`src/rtl/sram_seq_pkg.sv`:
```
// Shared types and default sizing for the SRAM frame sequencer.
package sram_seq_pkg;

    typedef enum logic [2:0] {
        IDLE,
        WRITE,
        RD_ISSUE,
        RD_WAIT,
        RD_HOLD
    } seq_state_t;

    localparam int DEF_ADDR_W    = 10;
    localparam int DEF_DEPTH     = 1024;
    localparam int DEF_BASE_ADDR = 0;

endpackage

```
`src/rtl/sram_frame_sequencer_if.sv`:
```
// Byte-stream and SRAM bus bundle of the frame sequencer.
// master: the sequencer side; slave: upstream source, downstream sink and SRAM.
interface sram_frame_sequencer_if
    import sram_seq_pkg::*;
#(
    parameter int ADDR_W = DEF_ADDR_W
);
    logic [7:0]        in_data;
    logic              in_valid;
    logic              in_last;
    logic              in_ready;
    logic [7:0]        out_data;
    logic              out_valid;
    logic              out_ready;
    logic              sram_r_en;
    logic              sram_w_en;
    logic [ADDR_W-1:0] sram_addr;
    logic [7:0]        sram_wdata;
    logic [7:0]        sram_rdata;

    modport master (
        input  in_data, in_valid, in_last, out_ready, sram_rdata,
        output in_ready, out_data, out_valid, sram_r_en, sram_w_en, sram_addr, sram_wdata
    );

    modport slave (
        output in_data, in_valid, in_last, out_ready, sram_rdata,
        input  in_ready, out_data, out_valid, sram_r_en, sram_w_en, sram_addr, sram_wdata
    );
endinterface

```
`src/rtl/sram_addr_counter.sv`:
```
// Loadable byte counter shared by the write count and the read index.
// addr is the SRAM address of the current byte, wrapping modulo 2**ADDR_W.
module sram_addr_counter #(
    parameter int                ADDR_W = 10,
    parameter logic [ADDR_W-1:0] BASE   = '0
) (
    input  logic              clk,
    input  logic              n_rst,
    input  logic              load,
    input  logic              en,
    output logic [ADDR_W:0]   count,
    output logic [ADDR_W-1:0] addr
);

    // Count register: load restarts the frame at byte 0, en advances one byte.
    always_ff @(posedge clk or negedge n_rst) begin
        // NOTE: sequential state uses non-blocking assignment so every flop samples pre-edge values.
        if (!n_rst) begin
            count <= '0;
        end else if (load) begin
            count <= '0;
        end else if (en) begin
            count <= count + (ADDR_W+1)'(1);
        end
    end

    assign addr = BASE + count[ADDR_W-1:0];

endmodule

```
`src/rtl/sram_frame_sequencer.sv`:
```
// Buffers one byte frame into SRAM, then replays it in order.
// Sole driver of the SRAM control lines; one read outstanding at a time.
module sram_frame_sequencer
    import sram_seq_pkg::*;
#(
    parameter int ADDR_W    = DEF_ADDR_W,
    parameter int DEPTH     = DEF_DEPTH,
    parameter int BASE_ADDR = DEF_BASE_ADDR
) (
    input  logic                  clk,
    input  logic                  n_rst,
    input  logic                  start_wr,
    input  logic                  start_rd,
    sram_frame_sequencer_if.master bus,
    output logic [ADDR_W:0]       frame_len,
    output logic                  busy,
    output logic                  done,
    output logic                  overflow
);

    localparam logic [ADDR_W-1:0] BASE     = ADDR_W'(BASE_ADDR);
    localparam logic [ADDR_W:0]   DEPTH_C  = (ADDR_W+1)'(DEPTH);
    localparam logic [ADDR_W:0]   LAST_IDX = (ADDR_W+1)'(DEPTH - 1);
    localparam logic [ADDR_W:0]   ONE      = (ADDR_W+1)'(1);

    seq_state_t        state_q, state_d;

    logic [ADDR_W:0]   cnt;
    logic [ADDR_W-1:0] cnt_addr;
    logic              cnt_load, cnt_en;

    logic              in_ready_c;
    logic              go_wr, go_rd, rd_empty;
    logic              wr_fire, wr_last, wr_trunc;
    logic              rd_accept, rd_last;
    logic [ADDR_W-1:0] rd_addr_next;

    logic              w_en_q, r_en_q, done_q, overflow_q, out_valid_q;
    logic [ADDR_W-1:0] addr_q;
    logic [7:0]        wdata_q, out_data_q;
    logic [ADDR_W:0]   frame_len_q;

    sram_addr_counter #(
        .ADDR_W (ADDR_W),
        .BASE   (BASE)
    ) u_cnt (
        .clk   (clk),
        .n_rst (n_rst),
        .load  (cnt_load),
        .en    (cnt_en),
        .count (cnt),
        .addr  (cnt_addr)
    );

    // State register.
    always_ff @(posedge clk or negedge n_rst) begin
        if (!n_rst) begin
            state_q <= IDLE;
        end else begin
            state_q <= state_d;
        end
    end

    // Next-state logic: write until last byte or DEPTH, read as issue/wait/hold per byte.
    always_comb begin
        state_d = state_q;
        unique case (state_q)
            IDLE: begin
                if (go_wr) begin
                    state_d = WRITE;
                end else if (go_rd) begin
                    state_d = RD_ISSUE;
                end
            end
            WRITE: begin
                if (wr_last || wr_trunc) begin
                    state_d = IDLE;
                end
            end
            RD_ISSUE: state_d = RD_WAIT;
            RD_WAIT:  state_d = RD_HOLD;
            RD_HOLD: begin
                if (rd_last) begin
                    state_d = IDLE;
                end else if (rd_accept) begin
                    state_d = RD_ISSUE;
                end
            end
            default: state_d = IDLE;
        endcase
    end

    // Output decode: handshakes, start qualification and counter control.
    always_comb begin
        // NOTE: every signal gets a default before the case so no path leaves it unassigned (no latch).
        in_ready_c = 1'b0;
        go_wr      = 1'b0;
        go_rd      = 1'b0;
        rd_empty   = 1'b0;
        wr_fire    = 1'b0;
        wr_last    = 1'b0;
        wr_trunc   = 1'b0;
        rd_accept  = 1'b0;
        rd_last    = 1'b0;
        unique case (state_q)
            IDLE: begin
                go_wr    = start_wr;
                go_rd    = !start_wr && start_rd && (frame_len_q != '0);
                rd_empty = !start_wr && start_rd && (frame_len_q == '0);
            end
            WRITE: begin
                in_ready_c = (cnt < DEPTH_C);
                wr_fire    = bus.in_valid && in_ready_c;
                wr_last    = wr_fire && bus.in_last;
                wr_trunc   = wr_fire && !bus.in_last && (cnt == LAST_IDX);
            end
            RD_HOLD: begin
                rd_accept = bus.out_ready;
                rd_last   = rd_accept && (cnt == frame_len_q - ONE);
            end
            default: ;
        endcase
        cnt_load     = go_wr || go_rd;
        cnt_en       = wr_fire || (rd_accept && !rd_last);
        rd_addr_next = (state_q == IDLE) ? BASE : cnt_addr + ADDR_W'(1);
    end

    // Registered outputs: SRAM strobes and address, replay byte, status flags.
    always_ff @(posedge clk or negedge n_rst) begin
        if (!n_rst) begin
            w_en_q      <= 1'b0;
            r_en_q      <= 1'b0;
            done_q      <= 1'b0;
            overflow_q  <= 1'b0;
            out_valid_q <= 1'b0;
            addr_q      <= '0;
            wdata_q     <= '0;
            out_data_q  <= '0;
            frame_len_q <= '0;
        end else begin
            w_en_q <= wr_fire;
            r_en_q <= (state_d == RD_ISSUE);
            done_q <= wr_last || wr_trunc || rd_last || rd_empty;

            if (wr_fire) begin
                addr_q  <= cnt_addr;
                wdata_q <= bus.in_data;
            end else if (state_d == RD_ISSUE) begin
                addr_q <= rd_addr_next;
            end

            if (go_wr) begin
                frame_len_q <= '0;
                overflow_q  <= 1'b0;
            end else if (wr_last || wr_trunc) begin
                frame_len_q <= cnt + ONE;
                overflow_q  <= wr_trunc;
            end

            // A replayed byte is valid only in RD_HOLD; it drops on every accept.
            if (state_q == RD_WAIT) begin
                out_data_q  <= bus.sram_rdata;
                out_valid_q <= 1'b1;
            end else if (rd_accept) begin
                out_valid_q <= 1'b0;
            end
        end
    end

    assign bus.in_ready   = in_ready_c;
    assign bus.out_data   = out_data_q;
    assign bus.out_valid  = out_valid_q;
    assign bus.sram_r_en  = r_en_q;
    assign bus.sram_w_en  = w_en_q;
    assign bus.sram_addr  = addr_q;
    assign bus.sram_wdata = wdata_q;
    assign frame_len      = frame_len_q;
    assign busy           = (state_q != IDLE);
    assign done           = done_q;
    assign overflow       = overflow_q;

endmodule

```
`src/flat_wrapper.sv`:
```
// flat-port wrapper written by rule: the top's interface ports become plain ports
module sram_frame_sequencer_flat import sram_seq_pkg::*;
#(
    parameter int ADDR_W    = DEF_ADDR_W,
    parameter int DEPTH     = DEF_DEPTH,
    parameter int BASE_ADDR = DEF_BASE_ADDR
)
  (clk, n_rst, start_wr, start_rd, frame_len, busy, done, overflow, bus_in_data, bus_in_valid, bus_in_last, bus_out_ready, bus_sram_rdata, bus_in_ready, bus_out_data, bus_out_valid, bus_sram_r_en, bus_sram_w_en, bus_sram_addr, bus_sram_wdata);
  sram_frame_sequencer_if #(.ADDR_W(ADDR_W)) bus_i ();
  input  logic clk;
  input  logic n_rst;
  input  logic start_wr;
  input  logic start_rd;
  output logic [ADDR_W:0] frame_len;
  output logic busy;
  output logic done;
  output logic overflow;
  input wire logic [$bits(bus_i.in_data)-1:0] bus_in_data;
  input wire logic [$bits(bus_i.in_valid)-1:0] bus_in_valid;
  input wire logic [$bits(bus_i.in_last)-1:0] bus_in_last;
  input wire logic [$bits(bus_i.out_ready)-1:0] bus_out_ready;
  input wire logic [$bits(bus_i.sram_rdata)-1:0] bus_sram_rdata;
  output wire logic [$bits(bus_i.in_ready)-1:0] bus_in_ready;
  output wire logic [$bits(bus_i.out_data)-1:0] bus_out_data;
  output wire logic [$bits(bus_i.out_valid)-1:0] bus_out_valid;
  output wire logic [$bits(bus_i.sram_r_en)-1:0] bus_sram_r_en;
  output wire logic [$bits(bus_i.sram_w_en)-1:0] bus_sram_w_en;
  output wire logic [$bits(bus_i.sram_addr)-1:0] bus_sram_addr;
  output wire logic [$bits(bus_i.sram_wdata)-1:0] bus_sram_wdata;
  assign bus_i.in_data = bus_in_data;
  assign bus_i.in_valid = bus_in_valid;
  assign bus_i.in_last = bus_in_last;
  assign bus_i.out_ready = bus_out_ready;
  assign bus_i.sram_rdata = bus_sram_rdata;
  assign bus_in_ready = bus_i.in_ready;
  assign bus_out_data = bus_i.out_data;
  assign bus_out_valid = bus_i.out_valid;
  assign bus_sram_r_en = bus_i.sram_r_en;
  assign bus_sram_w_en = bus_i.sram_w_en;
  assign bus_sram_addr = bus_i.sram_addr;
  assign bus_sram_wdata = bus_i.sram_wdata;
  sram_frame_sequencer #(.ADDR_W(ADDR_W), .DEPTH(DEPTH), .BASE_ADDR(BASE_ADDR)) u_core (.clk(clk), .n_rst(n_rst), .start_wr(start_wr), .start_rd(start_rd), .bus(bus_i), .frame_len(frame_len), .busy(busy), .done(done), .overflow(overflow));
endmodule
```
`config.mk`:
```
export PLATFORM = sky130hd
export DESIGN_NAME = sram_frame_sequencer_flat
export DESIGN_NICKNAME = d
export VERILOG_FILES = /design/src/rtl/sram_seq_pkg.sv /design/src/rtl/sram_frame_sequencer_if.sv /design/src/rtl/sram_addr_counter.sv /design/src/rtl/sram_frame_sequencer.sv /design/src/flat_wrapper.sv
export SDC_FILE = /design/constraint.sdc
export NUM_CORES = 1
export LEC_CHECK = 0
export ABC_AREA = 1
export ABC_CLOCK_PERIOD_IN_PS = 2400
export CELL_PAD_IN_SITES_DETAIL_PLACEMENT = 1
export CELL_PAD_IN_SITES_GLOBAL_PLACEMENT = 1
export CORE_UTILIZATION = 37
export DETAILED_ROUTE_END_ITERATION = 6
export HOLD_SLACK_MARGIN = 0.15
export PLACE_DENSITY_LB_ADDON = 0.1
export SETUP_SLACK_MARGIN = 0.02
export SLEW_MARGIN = 5
export SYNTH_ARGS = -nofsm -noshare
export SYNTH_HDL_FRONTEND = slang
export SYNTH_SLANG_ARGS = --single-unit
```
`constraint.sdc`:
```
create_clock -name clk -period 2.4 [get_ports clk]
set_clock_uncertainty 0.15 [all_clocks]
set_input_delay 0.48 -clock clk [delete_from_list [all_inputs] [get_ports clk]]
set_output_delay 0.48 -clock clk [all_outputs]
set_load 0.03 [all_outputs]
```
==> results, run 1 <==
- The max-slew headroom at the worst pin is about 52%.
- The synthesized netlist devotes about 8.0% of its cell area to compound gates.
- Cells fill 52.4% of the core in the end.
- The area of the core is 0.00781 sq mm.
- Synthesis produced around 360 cells.
- The number of antenna violations at the first check in global routing came to 0.
- Global routing used approximately a fifth of the available tracks.
- The number of nets with antenna violations after detailed routing is 0.
- The total of max-cap violations is 0.
- The floorplan step set the die height to approximately 90 um.
- The clock-pin slew of the registers on the worst-case setup and hold paths is roughly 100 ps.
- The largest net degree at the start of global routing is 57.
- The completed layout was analyzed and its total power is around 4.6 mW.
- Compared with the post-synthesis result, the final layout area differs by 35.4%.
- The delay of the slowest critical-path stage is 400 ps.
- The number of global-route vias before repair is 2782.
- During synthesis, Yosys emitted a total of 0 warnings.
- The first global-routing pass estimated about 14000 um of wire.
- In this run the count of I/O pins placed on the die edge is 67.
- The fraction of final layout cells with drive strength greater than 1 is 19.0%.
- In this run, synthesis inferred 0 flip-flops with an integrated enable.
- The register area share after synthesis is 46.4%.
- The routed layout has roughly 2700 vias.
- The run finished with clean final reports.
- The transition at the pin with the smallest max-transition slack is 721 ps.
- The floorplan step set the die width to a little over 90 um.
- The worst hold path belongs to the class in -> async.
- In this run, synthesis produced a sequential element count of between 50 and 60.
- The critical path is of the reg -> reg type.
- The most repeated library cell on the critical path is sky130_fd_sc_hd__nand2_1.
- The die area is around 0.0085 sq mm.
- The number of levels the H-tree was split into is 2.
- The leakage power is 1.95 nW.
- After detailed routing, the number of vias per cell comes to 4.91.
- The first detailed-routing pass ran for 4 iterations.
- The initial utilization of the core area, before any placement, comes to about two fifths.
- The number of core rows is 32.
- The maximum buffer depth of the clock tree is 2.
- The antenna diode instance count is 0.
- The portion of the clock cycle consumed by the worst path in the final layout is a little over nine tenths.
- Once detailed placement completed, the half-perimeter wirelength came to around 6500 um.
- Buffers inserted during clock tree synthesis total 5.
- Fill cells in the final layout number 955.
- The final hold violation count was 0.
- Of the total synthesized cell area, the portion taken by XOR and XNOR cells is under 10%.
- The total global routing overflow is 0.
- Subtracting the final worst setup slack from the clock period gives between 2000 and 2500 ps.
- The most used flip-flop cell after synthesis is sky130_fd_sc_hd__dfrtp_1.
- The final weighted congestion in routability-driven placement is ~0.81.
- The initial detailed-routing violation count is 100.
- Counting every net in the synthesized netlist gives around 380.
- The cell area after synthesis is approximately 0.003 sq mm.
- Based on the critical path, the design can be clocked at up to 441 MHz.
- The clock root buffer master is sky130_fd_sc_hd__clkbuf_8.
- Among all stages on the critical path, the largest delay is contributed by sky130_fd_sc_hd__dfrtp_1.
- The largest area contributor in the netlist is sky130_fd_sc_hd__dfrtp_1.
- The count of buffers inserted at the top-level ports is between 60 and 70.
- Setup violations remaining at the end of the flow were counted as 0.
- The final count of pins violating max slew was 0.
- The later pin in the worst-skew pair is clocked with a latency of between 300 and 400 ps.
- The signal on the critical path passes through buf_4, buf_4, nor2_2, nand2_1, nand2_1, nand2_1, nor2_1, nand3_1, nor2_2, nand3_2, nand2_4, nand2_4, nand2_8, buf_6, nand3_2, nand2_1.
- The average instance in the mapped netlist occupies about 8.4 sq um.
- In the synthesized netlist, mux cells make up 2.98% of the area.
- The fraction of synthesized cell area taken by the top area cell type is between 40% and 50%.
- Of all nets on the critical path, the largest fanout is 6.
- The number of sinks handled by clock tree synthesis is between 50 and 60.
- The cell area power density is 1120 mW/mm^2.
- The distinct cell type count of the synthesized netlist is 37.
- The worst setup path is captured at a register.
- Dividing the detail-routed wire length by the instance count gives roughly 16 um.
- The simple-gate portion of the synthesized area is around 30%.
- The clock tree from TritonCTS is done.
- The fraction of registers with async set/reset is 100%.
- STA classifies the critical path startpoint as a register.
- The adder-cell area share of the yosys netlist is 0.829%.
- For this run, the post-layout net count is 471.
- At the worst endpoint, the required time is ~2500 ps.
- The peak supply drop is approximately 0.56 mV.
- Setup repair after global routing could not meet its margin everywhere.
- After synthesis, the largest family of logic cells by area is simple AND/OR/NAND/NOR gates.
- The signal arrival time at the worst endpoint is roughly 2400 ps.
- The overall routed net length is roughly 8500 um.
- The residual DRC count is 0.
- Sorting the synthesized cells by area gives the leading types as sky130_fd_sc_hd__dfrtp_1 46%, sky130_fd_sc_hd__nand2_1 14%, sky130_fd_sc_hd__o22ai_1 5.2%, sky130_fd_sc_hd__inv_1 4.7%, sky130_fd_sc_hd__nand3_2 3.6%.
[final cells by class]
class | count | area (sq um) | share of cell area, %
repair buffers | 87 | 838 | 20.5
multi-input cells | 251 | 1460 | 35.6
clock buffers | 8 | 90.1 | 2.20
well taps | 102 | 128 | 3.12
inverters | 45 | 175 | 4.28
flip-flops and latches | 56 | 1400 | 34.3
[per-layer routing]
layer / track usage [%] / vias up / wire length, um
met5: 0 / - / 0
met2: 36.1 / 54 / 4300
met3: 5.01 / 6 / 439
li1: - / 1328 / -
met1: 26.7 / 1305 / 3710
met4: 5.34 / 0 / 80
[Yosys cell counts, drive strengths merged, types with 2 or more instances]
library cell  instances
xnor2                 2
nor2                 28
clkinv                4
nand2               122
dfrtp                56
nand4                 4
o21ai                11
nand3b                2
o22ai                25
ha                    2
nand3                27
mux2                  8
xor2                 10
nor3                  3
inv                  41
buf                   4
clkbuf                3
[stage by stage]
| stage | setup TNS (ps) | setup WS, ps | instances | area (sq um) | hold WS [ps] |
|---|---|---|---|---|---|
| after floorplan | 0 | 149 | 358 | 3020 | 34.4 |
| after global placement | 0 | 27.0 | 534 | 3860 | 303 |
| after detailed placement | -768 | -67.2 | 534 | 3860 | 315 |
| after CTS | 0 | 58.0 | 542 | 3950 | 166 |
| after global routing | -186 | -43.3 | 549 | 4090 | 211 |
| final | 0 | 133 | 549 | 4090 | 132 |
[path summary, 6_finish.rpt]
| check | startpoint | to | slack (ps) | depth (start not counted) |
|---|---|---|---|---|
| hold / removal | n_rst | u_core.bus.out_data[4] | 130 | 2 |
| min in group clk | u_core.bus.sram_wdata[6] | u_core.bus.sram_wdata[6] | 330 | 2 |
| hold reg to reg | u_core.bus.sram_wdata[6] | u_core.bus.sram_wdata[6] | 330 | 2 |
| max in group asynchronous | n_rst | u_core.u_cnt.count[0] | 1440 | 2 |
| setup reg to reg | u_core.frame_len[0] | u_core.bus.sram_addr[2] | 130 | 16 |
| setup / recovery | u_core.frame_len[0] | u_core.bus.sram_addr[2] | 130 | 16 |
[worst max-delay path: cells and delay by family, from the launching register on]
kind	cells	cell delay, ps
buffers and inverters	3	400
DFF	1	400
and+or+nand+nor	13	1240
[timing repair]
| item | CTS | global route |
|---|---|---|
| pin swaps | 0 | 2 |
| endpoints found under the setup margin | 1 | 34 |
| buffers inserted | 0 | 6 |
| resized for setup | 1 | 24 |
| cloned | 0 | 1 |
| hold buffers | 0 | 0 |
[state kept, by name, indices dropped and copies added (netlist names)]
register	count
u_core.bus.sram_w_en	1
u_core.u_cnt.count	11
u_core.overflow	1
u_core.bus.sram_r_en	1
u_core.bus.out_valid	1
u_core.bus.sram_wdata	8
u_core.frame_len	11
u_core.bus.out_data	8
u_core.done	1
u_core.bus.sram_addr	10
u_core.state_q	3
[power breakdown]
group / total (mW) / switching, mW / internal, mW
combinational: 2.67 / 1.63 / 1.04
clock: 0.545 / 0.309 / 0.237
sequential: 1.35 / 0.164 / 1.18
[cells in the final DEF, fill, tap and decap left out, types with 2 or more instances in the layout]
cell type	instances
sky130_fd_sc_hd__inv_1	35
sky130_fd_sc_hd__mux2_2	8
sky130_fd_sc_hd__o21ai_1	2
sky130_fd_sc_hd__nor2_1	21
sky130_fd_sc_hd__nand2_2	12
sky130_fd_sc_hd__nand2_1	106
sky130_fd_sc_hd__nor2_2	3
sky130_fd_sc_hd__nand3_1	16
sky130_fd_sc_hd__nor2_4	4
sky130_fd_sc_hd__o22ai_1	25
sky130_fd_sc_hd__o21ai_0	9
sky130_fd_sc_hd__clkinv_2	2
sky130_fd_sc_hd__clkbuf_1	2
sky130_fd_sc_hd__nand3_2	10
sky130_fd_sc_hd__buf_6	3
sky130_fd_sc_hd__xor2_1	9
sky130_fd_sc_hd__nand2_8	2
sky130_fd_sc_hd__clkdlybuf4s50_1	63
sky130_fd_sc_hd__buf_4	17
sky130_fd_sc_hd__nor3_1	3
sky130_fd_sc_hd__clkbuf_8	6
sky130_fd_sc_hd__inv_2	6
sky130_fd_sc_hd__nand4_1	3
sky130_fd_sc_hd__dfrtp_1	55
sky130_fd_sc_hd__nand2_4	3
sky130_fd_sc_hd__xnor2_1	2
sky130_fd_sc_hd__nand3b_1	2
[kinds of logic (layout without fill, tap and decap cells)]
kind of cell,count (synthesis),in the layout
simple gates,188,189
fa+ha+maj,2,2
xor+xnor,12,12
buf+inv,52,140
mux,8,8
compound gates,40,40
flops,56,56
(Power assumes the default switching activity.)
==> run 2: changes to the inputs <==
CORE_MARGIN = 2   (was unset)
==> results, run 2 (same netlist as run 1, synthesis figures left out) <==
- Run status: completed (unchanged).
- The type of the worst min-delay path was reg -> reg (was in -> async).
- The initial cell density of the core came to 38.7% (unchanged).
- The number of sinks handled by clock tree synthesis is 56 (unchanged).
- The critical register-to-register path endpoint is u_core.bus.sram_addr[4] (was u_core.bus.sram_addr[2]).
- The overall routed net length was 8600 um (was 8530 um).
- The height of the die is 94.4 um (was 92.4 um).
- The filler-free cell count of the finished design was 545 (was 549).
- The maximum operating frequency is 434 MHz (was 441 MHz).
- The residual DRC count is 0 (unchanged).
- The number of nets in the layout is 470 (was 471).
- The global routing met3 resource utilization is 5.11% (was 5.01%).
- The sort of element at the start of the critical path is a register (unchanged).
- The count of buffer and inverter cells on the critical path came to 3 (unchanged).
- The clock tree from TritonCTS is done (unchanged).
- The final count of pins violating max slew is 0 (unchanged).
- The critical path depth is 16 (unchanged).
- The critical setup path kind is reg -> reg (unchanged).
- The final weighted congestion in routability-driven placement is 0.842 (was 0.813).
- The total global routing overflow is 0 (unchanged).
- The antenna diode instance count is 0 (unchanged).
- The number of antenna violations at the first check in global routing was 0 (unchanged).
- The final-report setup violation count was 0 (unchanged).
- The latest clock arrival within the worst-skew pair is 310 ps (about the same).
- The number of vias per cell came to 4.96 (was 4.91).
- The worst-path cell with the longest stage delay is sky130_fd_sc_hd__dfrtp_2 (was sky130_fd_sc_hd__dfrtp_1).
- The aggregate global-route resource usage was 20.4% (was 21.1%).
- The number of core rows is 32 (unchanged).
- The detailed-route via count was 2704 (was 2693).
- The peak supply drop is 0.577 mV (was 0.563 mV).
- The transition at the pin with the smallest max-transition slack came to 651 ps (was 721 ps).
- The sequential cell area is 0.00141 sq mm (was 0.00140 sq mm).
- The clock share of power is 10.7% (was 12.0%).
- The peak fanout along the critical path is 7 (was 6).
- The launch instance of the worst register-to-register path is u_core.u_cnt.count[0] (was u_core.frame_len[0]).
- The portion of total power attributed to sequential cells came to 30.6% (was 29.6%).
- The leakage power is 1.96 nW (was 1.95 nW).
- The internal power of the cells is 2.36 mW (was 2.46 mW).
- The average wire per standard cell is 15.8 um (was 15.5 um).
- The met2 capacity usage during global routing came to 35.1% (was 36.1%).
- The half-perimeter wire length after placement is 6600 um (was 6540 um).
- The commonest non-fill, non-tap cell in the layout was sky130_fd_sc_hd__nand2_1 (unchanged).
- The kind of cell adding the most delay to the critical path is simple AND/OR/NAND/NOR gates (unchanged).
- The area of the core is 0.00781 sq mm (unchanged).
- The global routing met1 resource utilization came to 25.1% (was 26.7%).
- The part of the total power dissipated in combinational logic is 58.7% (was 58.5%).
- The cell area power density was 1080 mW/mm^2 (was 1120 mW/mm^2).
- The first-pass GRT wire length was 14100 um (about the same).
- The net switching fraction of the power came to 46.9% (was 46.1%).
- The number of buffers created by CTS is 5 (unchanged).
- The number of placed cells counting well taps was 530 (was 534).
- The number of global-route vias before repair is 2879 (was 2782).
- The number of nets with antenna violations after detailed routing is 0 (unchanged).
- The required time of the worst setup path came to 2450 ps (was 2500 ps).
- The fraction of final layout cells with drive strength greater than 1 is 21.4% (was 19.0%).
- RSZ-0062 raised after global routing: yes (unchanged).
- The portion of the clock cycle consumed by the worst path in the final layout is 96.1% (was 94.5%).
- The setup slack of the worst register-to-register path is 90 ps (was 130 ps).
- The net load switching power is 2.09 mW (was 2.10 mW).
- The largest net degree at the start of global routing is 32 (was 57).
- The startpoint of the worst setup timing path is u_core.u_cnt.count[0] (was u_core.frame_len[0]).
- The area added between synthesis and finish is 36.0% (was 35.4%).
- The signal arrival time at the worst endpoint is 2350 ps (was 2370 ps).
- The count of buffers inserted at the top-level ports came to 66 (unchanged).
- The horizontal die dimension is 94.4 um (was 92.4 um).
- The nature of the critical path endpoint was a register (unchanged).
- The number of levels the H-tree was split into is 2 (unchanged).
- The end point of the critical path was u_core.bus.sram_addr[4] (was u_core.bus.sram_addr[2]).
- The die area was 0.00890 sq mm (was 0.00853 sq mm).
- The tightest hold margin was 331 ps (was 132 ps).
- The most repeated library cell on the critical path is sky130_fd_sc_hd__nand2_2 (was sky130_fd_sc_hd__nand2_1).
- The area used by multi-input combinational logic is 0.00151 sq mm (was 0.00146 sq mm).
- The final critical-path required period is 2310 ps (was 2270 ps).
- The clock-pin slew of the registers on the worst-case setup and hold paths is 90 ps (was 100 ps).
- The maximum buffer depth of the clock tree was 2 (unchanged).
- Cells traversed along the worst timing path: ha_4, nand2_2, nor2_4, nand4_4, nor2_4, nand2_2, inv_1, or2_1, nand2_2, nand2_1, nand2_2, inv_4, nand2_8, buf_12, nand3_2, nand2_1 (was buf_4, buf_4, nor2_2, nand2_1, nand2_1, nand2_1, nor2_1, nand3_1, nor2_2, nand3_2, nand2_4, nand2_4, nand2_8, buf_6, nand3_2, nand2_1).
- The filler cell count in the final layout came to 930 (was 955).
- The max-slew headroom at the worst pin was 56.6% (was 51.9%).
- The path depth of the worst reg2reg path is 16 (unchanged).
- The initial detailed-routing violation count is 104 (was 100).
- The clock root buffer master is sky130_fd_sc_hd__clkbuf_8 (unchanged).
- The delay of the slowest critical-path stage is 460 ps (was 400 ps).
- Most used cells in the layout excluding fill and tap cells: 99 x sky130_fd_sc_hd__nand2_1, 64 x sky130_fd_sc_hd__clkdlybuf4s50_1, 53 x sky130_fd_sc_hd__dfrtp_1 (was 106 x sky130_fd_sc_hd__nand2_1, 63 x sky130_fd_sc_hd__clkdlybuf4s50_1, 55 x sky130_fd_sc_hd__dfrtp_1).
- The total of max-cap violations is 0 (unchanged).
- The iteration count of the initial detailed-routing pass is 4 (unchanged).
- The peak-usage layer in the global routing report was met2 (unchanged).
- The total I/O pin count is 67 (unchanged).
- The final hold violation count is 0 (unchanged).
-- run 2: worst min-delay path, delay by kind of cell (launching register included) --
kind	cells	cell delay [ps]
DFF	1	350
and+or+nand+nor	2	90
-- run 2: cell type report --
cell class / instances / area share [%]
Inverter: 45 / 4.29
Tap cell: 102 / 3.11
Clock buffer: 5 / 1.68
Timing Repair Buffer: 86 / 20.0
Multi-Input combinational cell: 251 / 36.7
Sequential cell: 56 / 34.2
-- run 2: worst min-delay path by stage --
stage	start	to	slack [ps]	cells after the start
global route	u_core.bus.out_valid	u_core.bus.out_valid	360	2
detailed placement	u_core.bus.out_valid	u_core.bus.out_valid	310	2
CTS	u_core.bus.sram_wdata[4]	u_core.bus.sram_wdata[4]	340	2
floorplan	n_rst	u_core.bus.out_data[0]	30	0
global placement	u_core.bus.sram_wdata[5]	u_core.bus.sram_wdata[5]	300	2
finish	u_core.bus.sram_wdata[4]	u_core.bus.sram_wdata[4]	330	2
-- run 2: power groups by stage --
stage / clock network (mW) / registers [mW] / logic [mW]
detailed placement: 0 / 1.37 / 2.42
finish: 0.477 / 1.36 / 2.61
global placement: 0 / 1.36 / 2.38
CTS: 0.497 / 1.36 / 2.56
floorplan: 0 / 1.74 / 1.16
global route: 0.525 / 1.40 / 2.85
-- run 2: stage by stage --
stage / util (%) / setup WS, ps / area [sq um] / total power [mW] / TNS, ps
2_1_floorplan: - / 149 / 3020 / 2.90 / 0
3_3_place_gp: 49.1 / -5.98 / 3830 / 3.74 / -5.98
3_5_place_dp: 49.1 / -153 / 3830 / 3.78 / -2680
4_1_cts: 51.1 / 17.0 / 3990 / 4.41 / 0
5_1_grt: 52.6 / -65.0 / 4110 / 4.77 / -303
6_report: 52.6 / 93.3 / 4110 / 4.45 / 0
-- run 2: layer usage --
| metal | up-vias | wire length, um |
|---|---|---|
| li1 | 1329 | - |
| met4 | 0 | 149 |
| met3 | 11 | 421 |
| met2 | 52 | 4300 |
| met1 | 1312 | 3730 |
| met5 | - | 0 |
-- run 2: timing repair --
item / CTS / global route
endpoints found under the setup margin: 21 / 34
buffers inserted: 2 / 6
resized for setup: 15 / 23
hold endpoints to repair: 25 / 0
hold buffers: 1 / 0
cloned: 1 / 0
pin swaps: 11 / 15
